===== config.mk =====
export PLATFORM = sky130hd
export DESIGN_NAME = uart_receiver
export DESIGN_NICKNAME = d
export VERILOG_FILES = /design/src/rtl/uart_pkg.sv /design/src/rtl/rx_fifo.sv /design/src/rtl/uart_receiver.sv
export SDC_FILE = /design/constraint.sdc
export NUM_CORES = 1
export LEC_CHECK = 0
export BUFFER_PORTS_ARGS = -buffer_cell sky130_fd_sc_hd__buf_2
export CORE_UTILIZATION = 55
export CTS_CLUSTER_DIAMETER = 40
export DETAILED_ROUTE_END_ITERATION = 8
export GPL_ROUTABILITY_DRIVEN = 0
export PLACE_DENSITY = 0.73
export SYNTH_ARGS = -nofsm -noshare
export SYNTH_HDL_FRONTEND = slang
export SYNTH_SLANG_ARGS = --single-unit

===== constraint.sdc =====
create_clock -name sysclk -period 2.49 [get_ports sysclk]
set_clock_uncertainty 0.1 [all_clocks]
set_input_delay 0.3735 -clock sysclk [delete_from_list [all_inputs] [get_ports sysclk]]
set_output_delay 0.3735 -clock sysclk [all_outputs]
set_load 0.005 [all_outputs]

===== src/rtl/uart_pkg.sv =====
// UART receiver shared definitions: FSM state encodings, oversampling
// constants and the parity helper used when UART_RX_PARITY_EN is defined.
package uart_pkg;

  localparam int OVERSAMPLE = 16;
  localparam int MID_SAMPLE = 7;
  localparam int DATA_BITS  = 8;

  localparam logic [2:0] ST_IDLE   = 3'd0;
  localparam logic [2:0] ST_START  = 3'd1;
  localparam logic [2:0] ST_DATA   = 3'd2;
  localparam logic [2:0] ST_PARITY = 3'd3;
  localparam logic [2:0] ST_STOP   = 3'd4;
  localparam logic [2:0] ST_BREAK  = 3'd5;

  // Even-parity bit that makes the total count of ones (data + bit) even.
  function automatic logic even_parity(input logic [DATA_BITS-1:0] d);
    return ^d;
  endfunction

endpackage


===== src/rtl/rx_fifo.sv =====
// Show-ahead synchronous FIFO for received bytes. Pointers carry an extra
// wrap bit so full/empty are told apart without a separate counter.
// A push into a full FIFO without a simultaneous pop is dropped and flagged.
module rx_fifo #(
  parameter int DEPTH = 4,
  parameter int WIDTH = 8
) (
  input  logic             clk,
  input  logic             rst_n,
  input  logic             push,
  input  logic [WIDTH-1:0] wdata,
  input  logic             pop,
  output logic [WIDTH-1:0] rdata,
  output logic             full,
  output logic             empty,
  output logic             overrun
);

  localparam int AW = $clog2(DEPTH);

  logic [AW:0]      wr_q, rd_q;
  logic [WIDTH-1:0] mem_q [DEPTH];
  logic             overrun_q;
  logic             do_push, do_pop;

  assign empty   = (wr_q == rd_q);
  assign full    = (wr_q[AW] != rd_q[AW]) && (wr_q[AW-1:0] == rd_q[AW-1:0]);
  // A pop in the same cycle frees the head slot, so a full FIFO can still accept.
  assign do_pop  = pop && !empty;
  assign do_push = push && (!full || do_pop);
  assign rdata   = mem_q[rd_q[AW-1:0]];
  assign overrun = overrun_q;

  // Storage write; cleared on reset so the head reads 0 when empty after reset.
  always_ff @(posedge clk or negedge rst_n) begin
    if (!rst_n) begin
      for (int i = 0; i < DEPTH; i++) mem_q[i] <= '0;
    end else if (do_push) begin
      mem_q[wr_q[AW-1:0]] <= wdata;
    end
  end

  // Pointer update and registered overrun pulse.
  always_ff @(posedge clk or negedge rst_n) begin
    if (!rst_n) begin
      wr_q      <= '0;
      rd_q      <= '0;
      overrun_q <= 1'b0;
    end else begin
      if (do_push) wr_q <= wr_q + 1'b1;
      if (do_pop)  rd_q <= rd_q + 1'b1;
      overrun_q <= push && full && !do_pop;
    end
  end

endmodule


===== src/rtl/uart_receiver.sv =====
// UART receive front-end: 2-flop synchroniser, 16x baud tick, framing FSM
// and a small byte FIFO towards the CPU. Default frame is 8N1; defining
// UART_RX_PARITY_EN adds an even-parity bit between data and stop.
module uart_receiver
  import uart_pkg::*;
#(
  parameter int CLK_FREQ   = 100_000_000,
  parameter int BAUD       = 4800,
  parameter int FIFO_DEPTH = 4
) (
  input  logic       sysclk,
  input  logic       reset,
  input  logic       UART_RX,
  output logic [7:0] rx_data,
  output logic       rx_valid,
  input  logic       rx_ready,
  output logic       frame_err,
  output logic       parity_err,
  output logic       overrun
);

  localparam int DIV = CLK_FREQ / (BAUD * OVERSAMPLE);
  localparam int CW  = (DIV > 1) ? $clog2(DIV) : 1;

  logic          rx_meta_q, rx_s_q;
  logic [CW-1:0] tick_cnt_q;
  logic          tick;

  logic [2:0]           state_q, state_d;
  logic [3:0]           smp_q, smp_d;
  logic [2:0]           bit_q, bit_d;
  logic [DATA_BITS-1:0] shreg_q, shreg_d;
  logic                 ferr_q, ferr_d;
  logic                 push;
  logic                 drop_q;
  logic                 fifo_empty, fifo_full;

`ifdef UART_RX_PARITY_EN
  logic drop_d;
  logic perr_q, perr_d;
  assign parity_err = perr_q;
`else
  assign drop_q     = 1'b0;
  assign parity_err = 1'b0;
`endif

  // Two-flop synchroniser; idles high so a reset never looks like a start bit.
  always_ff @(posedge sysclk or negedge reset) begin
    if (!reset) begin
      rx_meta_q <= 1'b1;
      rx_s_q    <= 1'b1;
    end else begin
      rx_meta_q <= UART_RX;
      rx_s_q    <= rx_meta_q;
    end
  end

  // Free-running oversample divider; tick is high in the last count.
  always_ff @(posedge sysclk or negedge reset) begin
    if (!reset)    tick_cnt_q <= '0;
    else if (tick) tick_cnt_q <= '0;
    else           tick_cnt_q <= tick_cnt_q + 1'b1;
  end
  assign tick = (tick_cnt_q == CW'(DIV - 1));

  // Framing FSM next-state logic; everything advances only on a baud tick.
  always_comb begin
    state_d = state_q;
    smp_d   = smp_q;
    bit_d   = bit_q;
    shreg_d = shreg_q;
    ferr_d  = 1'b0;
    push    = 1'b0;
`ifdef UART_RX_PARITY_EN
    drop_d  = drop_q;
    perr_d  = 1'b0;
`endif
    if (tick) begin
      case (state_q)
        ST_IDLE: begin
          if (!rx_s_q) begin
            state_d = ST_START;
            smp_d   = 4'd0;
`ifdef UART_RX_PARITY_EN
            drop_d  = 1'b0;
`endif
          end
        end
        ST_START: begin
          if (smp_q == 4'(MID_SAMPLE)) begin
            state_d = rx_s_q ? ST_IDLE : ST_DATA;
            smp_d   = 4'd0;
            bit_d   = 3'd0;
          end else begin
            smp_d = smp_q + 4'd1;
          end
        end
        ST_DATA: begin
          // 4-bit sample counter wraps 15 -> 0 on its own at each bit boundary.
          smp_d = smp_q + 4'd1;
          if (smp_q == 4'(OVERSAMPLE - 1)) begin
            shreg_d = {rx_s_q, shreg_q[DATA_BITS-1:1]};
            bit_d   = bit_q + 3'd1;
            if (bit_q == 3'(DATA_BITS - 1)) begin
`ifdef UART_RX_PARITY_EN
              state_d = ST_PARITY;
`else
              state_d = ST_STOP;
`endif
            end
          end
        end
`ifdef UART_RX_PARITY_EN
        ST_PARITY: begin
          if (smp_q == 4'(OVERSAMPLE - 1)) begin
            if (even_parity(shreg_q) != rx_s_q) begin
              perr_d = 1'b1;
              drop_d = 1'b1;
            end
            state_d = ST_STOP;
            smp_d   = 4'd0;
          end else begin
            smp_d = smp_q + 4'd1;
          end
        end
`endif
        ST_STOP: begin
          if (smp_q == 4'(OVERSAMPLE - 1)) begin
            smp_d = 4'd0;
            if (rx_s_q) begin
              push    = !drop_q;
              state_d = ST_IDLE;
            end else begin
              // A frame already flagged for parity reports nothing further.
              ferr_d  = !drop_q;
              state_d = ST_BREAK;
            end
          end else begin
            smp_d = smp_q + 4'd1;
          end
        end
        ST_BREAK: begin
          if (rx_s_q) begin
            state_d = ST_IDLE;
            smp_d   = 4'd0;
          end
        end
        default: begin
          state_d = ST_IDLE;
          smp_d   = 4'd0;
        end
      endcase
    end
  end

  // Framing FSM state registers and registered error pulses.
  always_ff @(posedge sysclk or negedge reset) begin
    if (!reset) begin
      state_q <= ST_IDLE;
      smp_q   <= 4'd0;
      bit_q   <= 3'd0;
      shreg_q <= '0;
      ferr_q  <= 1'b0;
    end else begin
      state_q <= state_d;
      smp_q   <= smp_d;
      bit_q   <= bit_d;
      shreg_q <= shreg_d;
      ferr_q  <= ferr_d;
    end
  end

`ifdef UART_RX_PARITY_EN
  // Parity discard flag and registered parity error pulse.
  always_ff @(posedge sysclk or negedge reset) begin
    if (!reset) begin
      drop_q <= 1'b0;
      perr_q <= 1'b0;
    end else begin
      drop_q <= drop_d;
      perr_q <= perr_d;
    end
  end
`endif

  assign frame_err = ferr_q;

  rx_fifo #(
    .DEPTH (FIFO_DEPTH),
    .WIDTH (DATA_BITS)
  ) u_fifo (
    .clk     (sysclk),
    .rst_n   (reset),
    .push    (push),
    .wdata   (shreg_q),
    .pop     (rx_ready),
    .rdata   (rx_data),
    .full    (fifo_full),
    .empty   (fifo_empty),
    .overrun (overrun)
  );

  assign rx_valid = !fifo_empty;

  // Full status is only needed inside the FIFO; kept visible for debug.
  logic unused_full;
  assign unused_full = fifo_full;

endmodule


==> results.json <==
{
  "dr_total_vias": 2087,
  "wl_per_cell_um": 15.99,
  "layout_worst_path_cycle_share_pct": 87.94,
  "max_clock_freq_mhz": 456.7,
  "timing_worst_slew_pin_value_ns": 0.5172,
  "numCtsBuffers": 9,
  "ys_types": 47,
  "grt_usage_pct": 20.29,
  "floorplan.rows": 28,
  "status": "finished clean",
  "final_setup_violating_endpoints": 0,
  "share_of_cells_above_drive_strength_1_pct": 37.41,
  "cts-root-to-sink-buffers": 2,
  "route.antenna.remaining_nets": 0,
  "post_layout_nonfiller_instances": 361,
  "final_critical_path_required_period_ns": 2.190,
  "die_w_um": 80.79,
  "tritoncts": "done",
  "synth_cells": 256,
  "die_h_um": 80.79,
  "grt_first_pass_wirelength_mm": 9.639,
  "synth_seq_area_share_pct": 52.11,
  "maximum_number_of_pins_on_one_net_before_global_route_repair": 72,
  "cts.sink_count": 71,
  "routed_via_density": 5.781,
  "cts_root_buffer": "clkbuf_8",
  "cts_repair_resize_count": 0,
  "worstPathRequired_ns": 2.62,
  "fill_cells": 478,
  "slew_violations": 0,
  "drt_pass1_iterations": 4,
  "critical_path.endpoint_type": "flop",
  "post-route-drc-count": 0,
  "dp.final_hpwl_mm": 3.839,
  "synthesis.area_um2": 3415,
  "yosys_warnings": 0,
  "drt_wl_total_mm": 5.774,
  "setup_total_negative_slack_ns": 0,
  "critical_path_class": "reg -> reg",
  "powerDensity_nw_per_um2": 639.0,
  "power.ir.vdd_worst_v": 0.0005101,
  "cp.arrival_ns": 2.32,
  "initial_util_pct": 57.33,
  "drtIter0Drc": 114,
  "area_delta_synth_final_pct": 11.98,
  "worst_setup_path_start_kind": "flop",
  "cts_htree_levels": 3,
  "grt_pass1_vias": 1941,
  "power_leakage_uw": 0.001847,
  "yosys_register_bits": 71,
  "min-delay-path-class": "in -> reg",
  "clk_pin_slew_ns": 0.08,
  "worstSkewPairLatency_ns": 0.35,
  "maxSlewHeadroom_pct": 65.44,
  "placed_cells": 343,
  "hold_viol": 0,
  "rsz_0062_raised_after_global_routing": "no",
  "drv.max_cap_violation_count": 0,
  "overflow": 0,
  "die-area_um2": 6527,
  "io-pin-count": 16,
  "design.core.area_um2": 5956,
  "antenna_cells_inserted": 0,
  "finalNetCount": 295,
  "critical_path.max_fanout": 8,
  "syn_area_per_cell_um2": 13.34,
  "synthesis.nets": 270,
  "antenna_found_initial": 0,
  "io_buffers": 14
}
## area by class of cell
| class | instances | area (um2) | area share (%) |
|---|---|---|---|
| clock inverter | 6 | 66.31 | 1.734 |
| inverter | 8 | 30.03 | 0.7853 |
| timing repair buffer | 24 | 162.7 | 4.254 |
| sequential | 71 | 1779 | 46.53 |
| clock buffer | 10 | 137.6 | 3.599 |
| tap | 75 | 93.84 | 2.454 |
| multi-input combinational | 167 | 1554 | 40.64 |
## placed cells by master (no fill, tap or decap), types with 3 or more instances in the layout
cell	Yosys	routed
a21oi_1	4	4
nand2_1	11	11
nand3_1	9	9
or3b_2	4	4
mux4_2	8	8
dfrtp_1	69	69
clkbuf_8	0	10
nor2_1	14	14
buf_2	3	14
xor2_1	5	5
buf_4	2	7
nor3b_1	4	4
ha_1	10	10
nand4_2	3	3
mux2i_1	3	3
and3_1	3	3
nand4_1	4	4
inv_1	8	8
xnor2_1	11	11
inv_6	0	3
o21ai_0	3	3
mux2_2	42	42
## through the flow
step	worst slack, ns	hold WS (ns)	utilization (%)	power, uW	area, um2
global route	0.1727	0.2178	64.20	2562	3824
global placement	0.3127	0.2453	60.44	1520	3600
finish	0.3003	0.2053	64.20	2443	3824
CTS	0.2759	0.006623	64.03	2477	3814
detailed placement	0.2811	0.2485	60.44	1525	3600
floorplan	0.4412	-0.02209	-	1431	3415
## flip-flops by register name (all words and copies together) (netlist names)
register,cells
u_fifo.wr_q,3
state_q,3
tick_cnt_q,11
rx_s_q,1
smp_q,4
rx_meta_q,1
bit_q,3
shreg_q,8
u_fifo.rd_q,3
u_fifo.overrun,1
u_fifo.mem_q,32
frame_err,1
## timing repair
action / in CTS / in global routing
endpoints found under the hold margin: 69 / 1
buffers inserted: 0 / 0
hold buffers: 1 / 1
## worst paths after layout
kind / start / end / slack, ns / cells after the start
worst max-delay path: tick_cnt_q[5] / u_fifo.mem_q[14] / 0.30 / 4
worst min-delay path: rx_ready / u_fifo.rd_q[2] / 0.21 / 3
worst max register to register: tick_cnt_q[5] / u_fifo.mem_q[14] / 0.30 / 4
worst min register to register: rx_meta_q / rx_s_q / 0.26 / 0
max in group asynchronous: reset / rx_meta_q / 1.48 / 3
min in group asynchronous: reset / state_q[2] / 0.46 / 3
## kinds of logic (layout without fill, tap and decap cells)
logic type,after synthesis,after routing,share of synthesized area [%]
DFF,71,71,52.11
other,1,1,0.1098
xor gates and xnor gates,16,16,4.104
muxes,54,54,20.45
AOI/OAI and AO/OA,17,17,3.408
and+or+nand+nor,69,69,13.78
adders and majority gates,10,10,3.664
buffers and inverters,18,48,2.382
## synthesized netlist by cell type (all sizes together)
cell     number  share of area [%]
dfstp         2                1.5
ha           10                3.7
a211oi        1               0.22
nand3b        2               0.44
nand2        11                1.2
o2bb2ai       1               0.26
xor2          5                1.3
or3b          4                1.0
nand2b        1               0.18
o41ai         1               0.26
mux4          8                5.3
a221o         2               0.62
mux2i         3               0.88
nor2b         1               0.18
a21oi         4               0.59
and4bb        1               0.37
nand3         9                1.3
and3          3               0.55
nor4b         2               0.95
and4          2               0.55
xnor2        11                2.8
o211ai        1               0.22
buf           5               0.88
clkbuf        5               0.62
nand4bb       1               0.33
nand4         9                3.1
a31oi         2               0.37
o21ai         3               0.44
nor2         15                1.7
dfrtp        69                 51
mux2         43                 14
inv           8               0.88
nor3b         4               0.88
nor3          1               0.29
or4           1               0.33
nor4          2               0.37
a21o          2               0.44
conb          1               0.11
## worst max-delay path: stages, from the launching register on
cell and delay, ns:
dfrtp_1 0.47, nor4b_4 0.38, and4_2 0.39, nand4_2 0.35, mux2_2 0.39
## routing by layer
| layer | GRT usage, % | routed length, um | up-vias |
|---|---|---|---|
| li1 | - | - | 981 |
| met1 | 29.66 | 2897 | 1058 |
| met2 | 28.98 | 2617 | 41 |
| met3 | 5.169 | 196 | 7 |
| met4 | 8.036 | 62 | 0 |
| met5 | 0 | 0 | - |
## power breakdown
part	total, uW	leakage, uW	switching [uW]	internal, uW
combinational	294	0.000780	158	136
sequential	1200	0.000959	19.8	1180
clock	948	0.000107	451	497
No activity file was read; power rests on OpenSTA's default activity.
